## src/rtl/fifo_lifo_ctrl.sv

```systemverilog
// fifo_lifo_ctrl: pointer/flag controller for a dual-port RAM with a registered read.
// It runs as a FIFO or as a LIFO over the same storage. Data never passes through this
// block; it only produces the RAM strobes and addresses, occupancy, and status.
module fifo_lifo_ctrl #(
  parameter int adr_width = 6,
  parameter int mem_size  = 64
) (
  input  logic                 clk,
  input  logic                 rst,
  input  logic                 mode_i,
  input  logic                 push_i,
  input  logic                 pop_i,
  output logic                 we_o,
  output logic [adr_width-1:0] adr_wr_o,
  output logic                 rde_o,
  output logic [adr_width-1:0] adr_rd_o,
  output logic                 valid_o,
  output logic                 full_o,
  output logic                 empty_o,
  output logic [adr_width:0]   count_o,
  output logic                 ovf_o,
  output logic                 udf_o
);

  typedef enum logic {
    MODE_FIFO = 1'b0,
    MODE_LIFO = 1'b1
  } mode_t;

  localparam logic [adr_width:0]   LP_FULL    = (adr_width+1)'(mem_size);
  localparam logic [adr_width:0]   LP_CNT_ONE = (adr_width+1)'(1);
  localparam logic [adr_width-1:0] LP_LAST    = adr_width'(mem_size - 1);
  localparam logic [adr_width-1:0] LP_ONE     = adr_width'(1);

  mode_t                r_mode, w_mode_nxt;
  logic [adr_width-1:0] r_wr_ptr, r_rd_ptr, w_wr_ptr_nxt, w_rd_ptr_nxt;
  logic [adr_width:0]   r_count, w_count_nxt;
  logic                 r_valid, r_ovf, r_udf;
  logic                 w_full, w_empty, w_push_ok, w_pop_ok;
  logic [adr_width-1:0] w_cnt_lo, w_top;

  // Accept decisions, RAM strobes/addresses and next-state computation.
  always_comb begin
    w_full    = (r_count == LP_FULL);
    w_empty   = (r_count == '0);
    w_push_ok = push_i & (~w_full | pop_i);
    w_pop_ok  = pop_i & ~w_empty;
    w_cnt_lo  = r_count[adr_width-1:0];
    w_top     = w_cnt_lo - LP_ONE;

    we_o  = w_push_ok & ~rst;
    rde_o = w_pop_ok & ~rst;

    // A LIFO push with a concurrent pop replaces the top entry. The RAM reads before it
    // writes, so the old top is still returned.
    if (r_mode == MODE_LIFO) begin
      adr_wr_o = w_pop_ok ? w_top : w_cnt_lo;
      adr_rd_o = w_top;
    end else begin
      adr_wr_o = r_wr_ptr;
      adr_rd_o = r_rd_ptr;
    end

    w_wr_ptr_nxt = r_wr_ptr;
    w_rd_ptr_nxt = r_rd_ptr;
    w_count_nxt  = r_count;
    w_mode_nxt   = r_mode;

    if (r_mode == MODE_FIFO) begin
      if (w_push_ok) w_wr_ptr_nxt = (r_wr_ptr == LP_LAST) ? '0 : r_wr_ptr + LP_ONE;
      if (w_pop_ok)  w_rd_ptr_nxt = (r_rd_ptr == LP_LAST) ? '0 : r_rd_ptr + LP_ONE;
    end

    case ({w_push_ok, w_pop_ok})
      2'b10:   w_count_nxt = r_count + LP_CNT_ONE;
      2'b01:   w_count_nxt = r_count - LP_CNT_ONE;
      default: w_count_nxt = r_count;
    endcase

    // The mode can only change while the storage is empty and idle. The FIFO pointers are
    // cleared only on a LIFO->FIFO switch, so an idle empty FIFO keeps its wrap position.
    if (w_empty && !w_push_ok) begin
      w_mode_nxt = mode_t'(mode_i);
      if (r_mode == MODE_LIFO && !mode_i) begin
        w_wr_ptr_nxt = '0;
        w_rd_ptr_nxt = '0;
      end
    end
  end

  // State registers plus the registered valid and overflow/underflow pulses.
  always_ff @(posedge clk) begin
    if (rst) begin
      r_mode   <= MODE_FIFO;
      r_wr_ptr <= '0;
      r_rd_ptr <= '0;
      r_count  <= '0;
      r_valid  <= 1'b0;
      r_ovf    <= 1'b0;
      r_udf    <= 1'b0;
    end else begin
      r_mode   <= w_mode_nxt;
      r_wr_ptr <= w_wr_ptr_nxt;
      r_rd_ptr <= w_rd_ptr_nxt;
      r_count  <= w_count_nxt;
      r_valid  <= w_pop_ok;
      r_ovf    <= push_i & ~w_push_ok;
      r_udf    <= pop_i & ~w_pop_ok;
    end
  end

  assign valid_o = r_valid;
  assign ovf_o   = r_ovf;
  assign udf_o   = r_udf;
  assign count_o = r_count;
  assign full_o  = w_full;
  assign empty_o = w_empty;

endmodule

```

## config.mk

```make
export PLATFORM = sky130hd
export DESIGN_NAME = fifo_lifo_ctrl
export DESIGN_NICKNAME = d
export VERILOG_FILES = /design/src/rtl/fifo_lifo_ctrl.sv
export SDC_FILE = /design/constraint.sdc
export NUM_CORES = 1
export LEC_CHECK = 0
export BUFFER_PORTS_ARGS = -buffer_cell sky130_fd_sc_hd__buf_2
export CORE_MARGIN = 3
export CORE_UTILIZATION = 50
export CTS_BUF_LIST = sky130_fd_sc_hd__clkbuf_4 sky130_fd_sc_hd__clkbuf_8 sky130_fd_sc_hd__clkbuf_16
export DETAILED_ROUTE_END_ITERATION = 8
export GPL_ROUTABILITY_DRIVEN = 0
export GPL_TIMING_DRIVEN = 0
export PLACE_DENSITY = 0.78
export SLEW_MARGIN = 20
export SYNTH_ARGS = -nofsm -noshare
export SYNTH_HDL_FRONTEND = slang
export SYNTH_SLANG_ARGS = --single-unit
```

## constraint.sdc

```tcl
create_clock -name clk -period 4.9 [get_ports clk]
set_input_delay 0.245 -clock clk [delete_from_list [all_inputs] [get_ports clk]]
set_output_delay 0.245 -clock clk [all_outputs]
set_load 0.01 [all_outputs]
```

== Word level (Yosys, flattened, before mapping) ==
Index checks and enable logic that the tools add are counted.

* Bits in registers: 23
* Bits of input ports: 5
* Output and inout port bits: 26
* Word-level logic and storage cells: 49

* Add/sub/neg operators: 5
* Eq/ne operators: 5
* Muxes and demuxes: 14
* Bitwise gates (word level): 12
* Reduce and logical (&&, ||, !) cells: 6

{| class="wikitable"
|+ Operators with widths
! cell !! count
|-
| 2-to-1 mux 6 bit || 13
|-
| case mux 7 bit (2 select lines) || 1
|-
| adder 6 x 1 -> 6 bit (second input constant) || 2
|-
| == test 6 bit (second input constant) || 2
|-
| adder 7 x 1 -> 7 bit (second input constant) || 1
|-
| == test 7 bit (second input constant) || 1
|-
| logical NOT 7 bit || 1
|-
| subtractor 7 x 1 -> 7 bit (second input constant) || 1
|-
| bitwise AND 1 bit || 6
|-
| subtractor 6 x 1 -> 6 bit (second input constant) || 1
|-
| inverter 1 bit || 5
|-
| == test 2 x 1 -> 1 bit (second input constant) || 1
|-
| == test 2 bit (second input constant) || 1
|-
| logical AND 1 bit || 2
|-
| logical NOT 1 bit || 2
|-
| nonzero test 2 bit || 1
|-
| OR 1 bit || 1
|}

== Depth between registers and ports, before layout ==
* Word-level depth: 8
* Depth in mapped cells: 15
* Depth with buffers taken out: 13

== Least setup slack after synthesis ==
No wires, ideal clock.

* Path kind: reg-to-reg
* From: register r_count[0] (netlist: count_o[0])
* To: register r_count[6] (netlist: count_o[6])
* Setup time: 0.121 ns
* Data arrival time: 3.454 ns
* Data required time: 4.779 ns
* Setup slack: 1.325 ns
* Stages on the path, launching flop included: 16
* Buffers on the path: 2
* Period minus slack after synthesis: 3.575 ns
* Cells stage by stage: dfxtp_1 -> buf_2 -> inv_1 -> ha_1 -> or3b_4 -> o31ai_4 -> inv_2 -> ha_1 -> buf_1 -> xor2_1 -> ha_1 -> or3_1 -> a21oi_1 -> nor3_1 -> a41oi_1 -> mux2_2

* Elaborated cells between the ends (all ways): 13
* Classes of those cells: add/sub: 2; eq/ne: 3; mux: 1; bitwise: 5; reduce/logical: 2

{| class="wikitable"
|+ RTL lines
! what !! line !! RTL
|-
| start, declared || 37 || <nowiki>logic [adr_width:0] r_count, w_count_nxt;</nowiki>
|-
| start signal, assigned || 105 || <nowiki>r_count <= w_count_nxt;</nowiki>
|-
| logical NOT 7 bit (*) || 45 || <nowiki>w_empty = (r_count == '0);</nowiki>
|-
| inverter 1 bit (*) || 47 || <nowiki>w_pop_ok = pop_i & ~w_empty;</nowiki>
|-
| bitwise AND 1 bit (*) || 47 ||
|-
| named net w_pop_ok || 39 || <nowiki>logic w_full, w_empty, w_push_ok, w_pop_ok;</nowiki>
|-
| == test 2 x 1 -> 1 bit / == test 2 bit (equally long branches) || 74 || <nowiki>case ({w_push_ok, w_pop_ok})</nowiki>
|-
| case mux 7 bit (2 select lines) / nonzero test 2 bit (equally long branches) || -- ||
|}

The timed path passes the listed nets; every way through them passes the cells marked *.
A chain may end at the register's enable or synchronous reset.

== Worst setup path after layout ==
Ends and elaborated chain as after synthesis.

==> summary.md <==
| Metric | Value |
|---|---|
| Status | `completed` |
| FF+latch count, synth | `23` |
| Worst path max stage delay | `0.43 ns` |
| Flop-to-flop setup slack | `0.94 ns` |
| Critical Path RT | `5.13 ns` |
| Die Span Y | `63.6 um` |
| Crit path launch type | `flop` |
| Final setup viols | `0` |
| Crit path top cell by count | `ha_1` |
| Post-Route WL | `4270 um` |
| Vias in the first global route | `1,617` |
| Pwr dens | `624 nW/um2` |
| Largest family of logic cells by synthesized area | `simple AND/OR/NAND/NOR gates` |
| WP buf/inv | `4` |
| Synth Area in Compound Gates | `22.1%` |
| Xor/xnor share of the synthesized area | `5.80%` |
| Clock Skew | `0.000533 ns` |
| Mapped cell area | `1660 um2` |
| Most frequent cells in the layout | `36 x nor2_1, 33 x buf_2, 23 x dfxtp_1` |
| Detailed placement HPWL | `between 3000 and 4000 um` |
| FF-to-FF End | `count_o[6]$_SDFFE_PP0P_` |
| Starting Density | `53.5%` |
| Mux contribution to synthesized area | `5.12%` |
| Final ANT Viol Nets | `0` |
| Post-route DRC violation count | `0` |
| Fin Setup TNS | `0 ns` |
| Share of layout cells above drive strength 1 | `20.6%` |
| Clock tree buffer depth | `2` |
| Post-DR wirelength/cell | `14.4 um` |
| Worst Max-Slew Pin Slew | `0.708 ns` |
| Tmin final | `3.96 ns` |
| First-pass GRT wire length | `about 7300 um` |
| Largest net degree at the start of global routing | `13` |
| Router iterations before antenna repair | `5` |
| Hold path depth | `4` |
| Min-Delay Path Class | `input pin to flop` |
| Synthesized Nets | `232` |
| Starting DRC count in detailed routing | `approximately 130` |
| Synth Area in Adders | `5.27%` |
| Synthesized area per cell | `7.55 um2` |
| Synth cell types | `49` |
| Commonest non-fill, non-tap cell in the layout | `nor2_1` |
| Crit path DAT | `4.19 ns` |
| Final #Nets | `266` |
| Area growth syn-to-layout | `13.9%` |
| Worst slack, placed | `1.02 ns` |
| Hold Path Sink | `r_mode$_SDFFE_PP0P_` |
| TritonCTS clock tree | `done` |
| Max Transition Viols Final | `0` |
| Clock Sinks | `23` |
| Resize count post-CTS | `0` |
| DR vias/cell | `about 5.7` |
| Max_cap viols | `0` |
| Worst-skew pair later-pin latency | `0.32 ns` |
| Initial antenna violation count | `0` |
| Max Clk Rate | `0.253 GHz` |
| Reg-to-Reg Start | `count_o[0]$_SDFFE_PP0P_` |
| Ports | `31` |
| Reg2Reg Depth | `15` |
| Die W | `around 64 um` |
| Vias | `1,706` |
| I/O Buffers | `29` |
| Hold_sp | `push_i` |
| CP top delay family | `simple AND/OR/NAND/NOR gates` |
| Ys Warns | `0` |
| Simple-Gate Fraction of Synth Area | `between 20 and 30%` |
| Hold-fix buffers, CTS | `0` |
| PnR worst setup slack | `0.941 ns` |
| Worst vdd ir | `0.243 mV` |
| GRT Resource Usage Total | `between 20% and 30%` |
| H-tree levels | `1` |
| Crit path cell chain | `buf_2 -> inv_1 -> ha_1 -> or3b_4 -> o31ai_4 -> inv_2 -> ha_1 -> buf_1 -> xor2_1 -> ha_1 -> or3_1 -> a21oi_1 -> nor3_1 -> a41oi_1 -> mux2_2` |
| Relative slew slack | `52.4%` |
| CP max FO | `11` |
| Unrepaired setup endpoints after global routing | `no` |
| Row cnt | `20` |
| Critical setup path kind | `flop to flop` |
| Root Driver | `clkbuf_4` |
| Total gr overflow | `0` |
| Post-Place Cell Area | `1860 um2` |
| Critical Path End Type | `flop` |
| Post-CTS setup buffers | `0` |
| Hold_ws | `roughly 0.25 ns` |
| Die area | `approximately 4100 um2` |
| Reg clk slew, reported paths | `0.13 ns` |
| Top_reg_cell synth | `dfxtp_1` |
| Synth async-reset ratio | `0%` |
| Final hold violations | `0` |
| Core outline area | `~3100 um2` |
| Gate Count Post-Synth | `220` |
| Tcrit/Tclk final | `80.8%` |
| Number of synthesized flops with an enable pin | `0` |
| Post-synthesis sequential area ratio | `between 20% and 30%` |
| Leakage | `0.842 nW` |
| CP max-delay cell | `or3b_4` |
| Final Instance Area | `1890 um2` |
| Num CTS Buffers | `3` |
| N_diodes | `0` |
## cell usage after synthesis (2+ instances only)
| cell | n | area (um2) |
|---|---|---|
| a211o_1 | 2 | 17.5 |
| a21oi_1 | 22 | 110 |
| a22oi_1 | 2 | 15.0 |
| a311oi_1 | 2 | 17.5 |
| a31o_2 | 2 | 17.5 |
| a31oi_1 | 2 | 12.5 |
| a41oi_1 | 4 | 35.0 |
| and3_1 | 8 | 50.1 |
| buf_1 | 2 | 7.51 |
| buf_2 | 4 | 20.0 |
| buf_4 | 2 | 15.0 |
| clkbuf_1 | 5 | 18.8 |
| dfxtp_1 | 23 | 460 |
| ha_1 | 7 | 87.6 |
| inv_1 | 7 | 26.3 |
| mux2_2 | 4 | 45.0 |
| mux2i_1 | 4 | 40.0 |
| nand2_1 | 15 | 56.3 |
| nand3_1 | 9 | 45.0 |
| nand4_1 | 3 | 18.8 |
| nor2_1 | 36 | 135 |
| nor2b_1 | 4 | 25.0 |
| nor3_1 | 9 | 45.0 |
| o21ai_0 | 6 | 30.0 |
| or3_1 | 3 | 18.8 |
| xnor2_1 | 5 | 43.8 |
| xor2_1 | 6 | 52.6 |
## routing by layer
layer / wire (um) / track usage, % / vias to the layer above
li1: - / - / 855
met2: 1900 / 35.5 / 74
met5: 0 / 0 / -
met3: 301 / 4.10 / 8
met4: 65 / 8.09 / 0
met1: 2000 / 29.8 / 769
## kinds of logic (layout without fill, tap and decap cells)
family / count (synthesis) / after routing
AOI/OAI and AO/OA: 53 / 53
xor gates and xnor gates: 11 / 11
adders and majority gates: 7 / 7
buffers and inverters: 22 / 55
DFF: 23 / 23
muxes: 8 / 8
and+or+nand+nor: 96 / 96
## report_power, final
group | internal [mW] | switching (mW)
registers | 0.229 | 0.0491
clock network | 0.0374 | 0.0612
logic | 0.320 | 0.485
## worst min-delay path, delay by kind of cell
| family | cells | cell delay, ns |
|---|---|---|
| buffers and inverters | 2 | 0.16 |
| AO/OA/AOI/OAI | 1 | 0.07 |
| AND/OR/NAND/NOR | 1 | 0.06 |
## cell type report
cell class,instances,area [um2]
fill,311,1210
multi-input combinational,175,1110
sequential,23,460
timing repair buffer,29,145
buffer,13,61.3
tap,44,55.1
inverter,9,33.8
clock buffer,4,30.0
## worst max-delay path by stage
stage,to,depth (start not counted),start,slack (ns)
after CTS,count_o[6]$_SDFFE_PP0P_,15,count_o[0]$_SDFFE_PP0P_,0.99
final,count_o[6]$_SDFFE_PP0P_,15,count_o[0]$_SDFFE_PP0P_,0.94
after floorplan,count_o[6]$_SDFFE_PP0P_,15,count_o[0]$_SDFFE_PP0P_,1.33
after global placement,count_o[6]$_SDFFE_PP0P_,15,count_o[0]$_SDFFE_PP0P_,1.06
after global routing,count_o[6]$_SDFFE_PP0P_,15,count_o[0]$_SDFFE_PP0P_,0.73
after detailed placement,count_o[6]$_SDFFE_PP0P_,15,count_o[0]$_SDFFE_PP0P_,1.02
## per-stage QoR
step           utilization, %  std cells  total power [mW]
2_1_floorplan               -        220             0.857
3_5_place_dp             60.0        293              1.08
5_1_grt                  61.0        297              1.28
3_3_place_gp             60.0        293              1.06
4_1_cts                  61.0        297              1.18
6_report                 61.0        297              1.18
## state kept, by name, summed over array words and instances, names as in the netlist
register / count
count_o: 7
udf_o: 1
valid_o: 1
r_mode: 1
r_rd_ptr: 6
r_wr_ptr: 6
ovf_o: 1
Power figures use the tool's default switching activity.
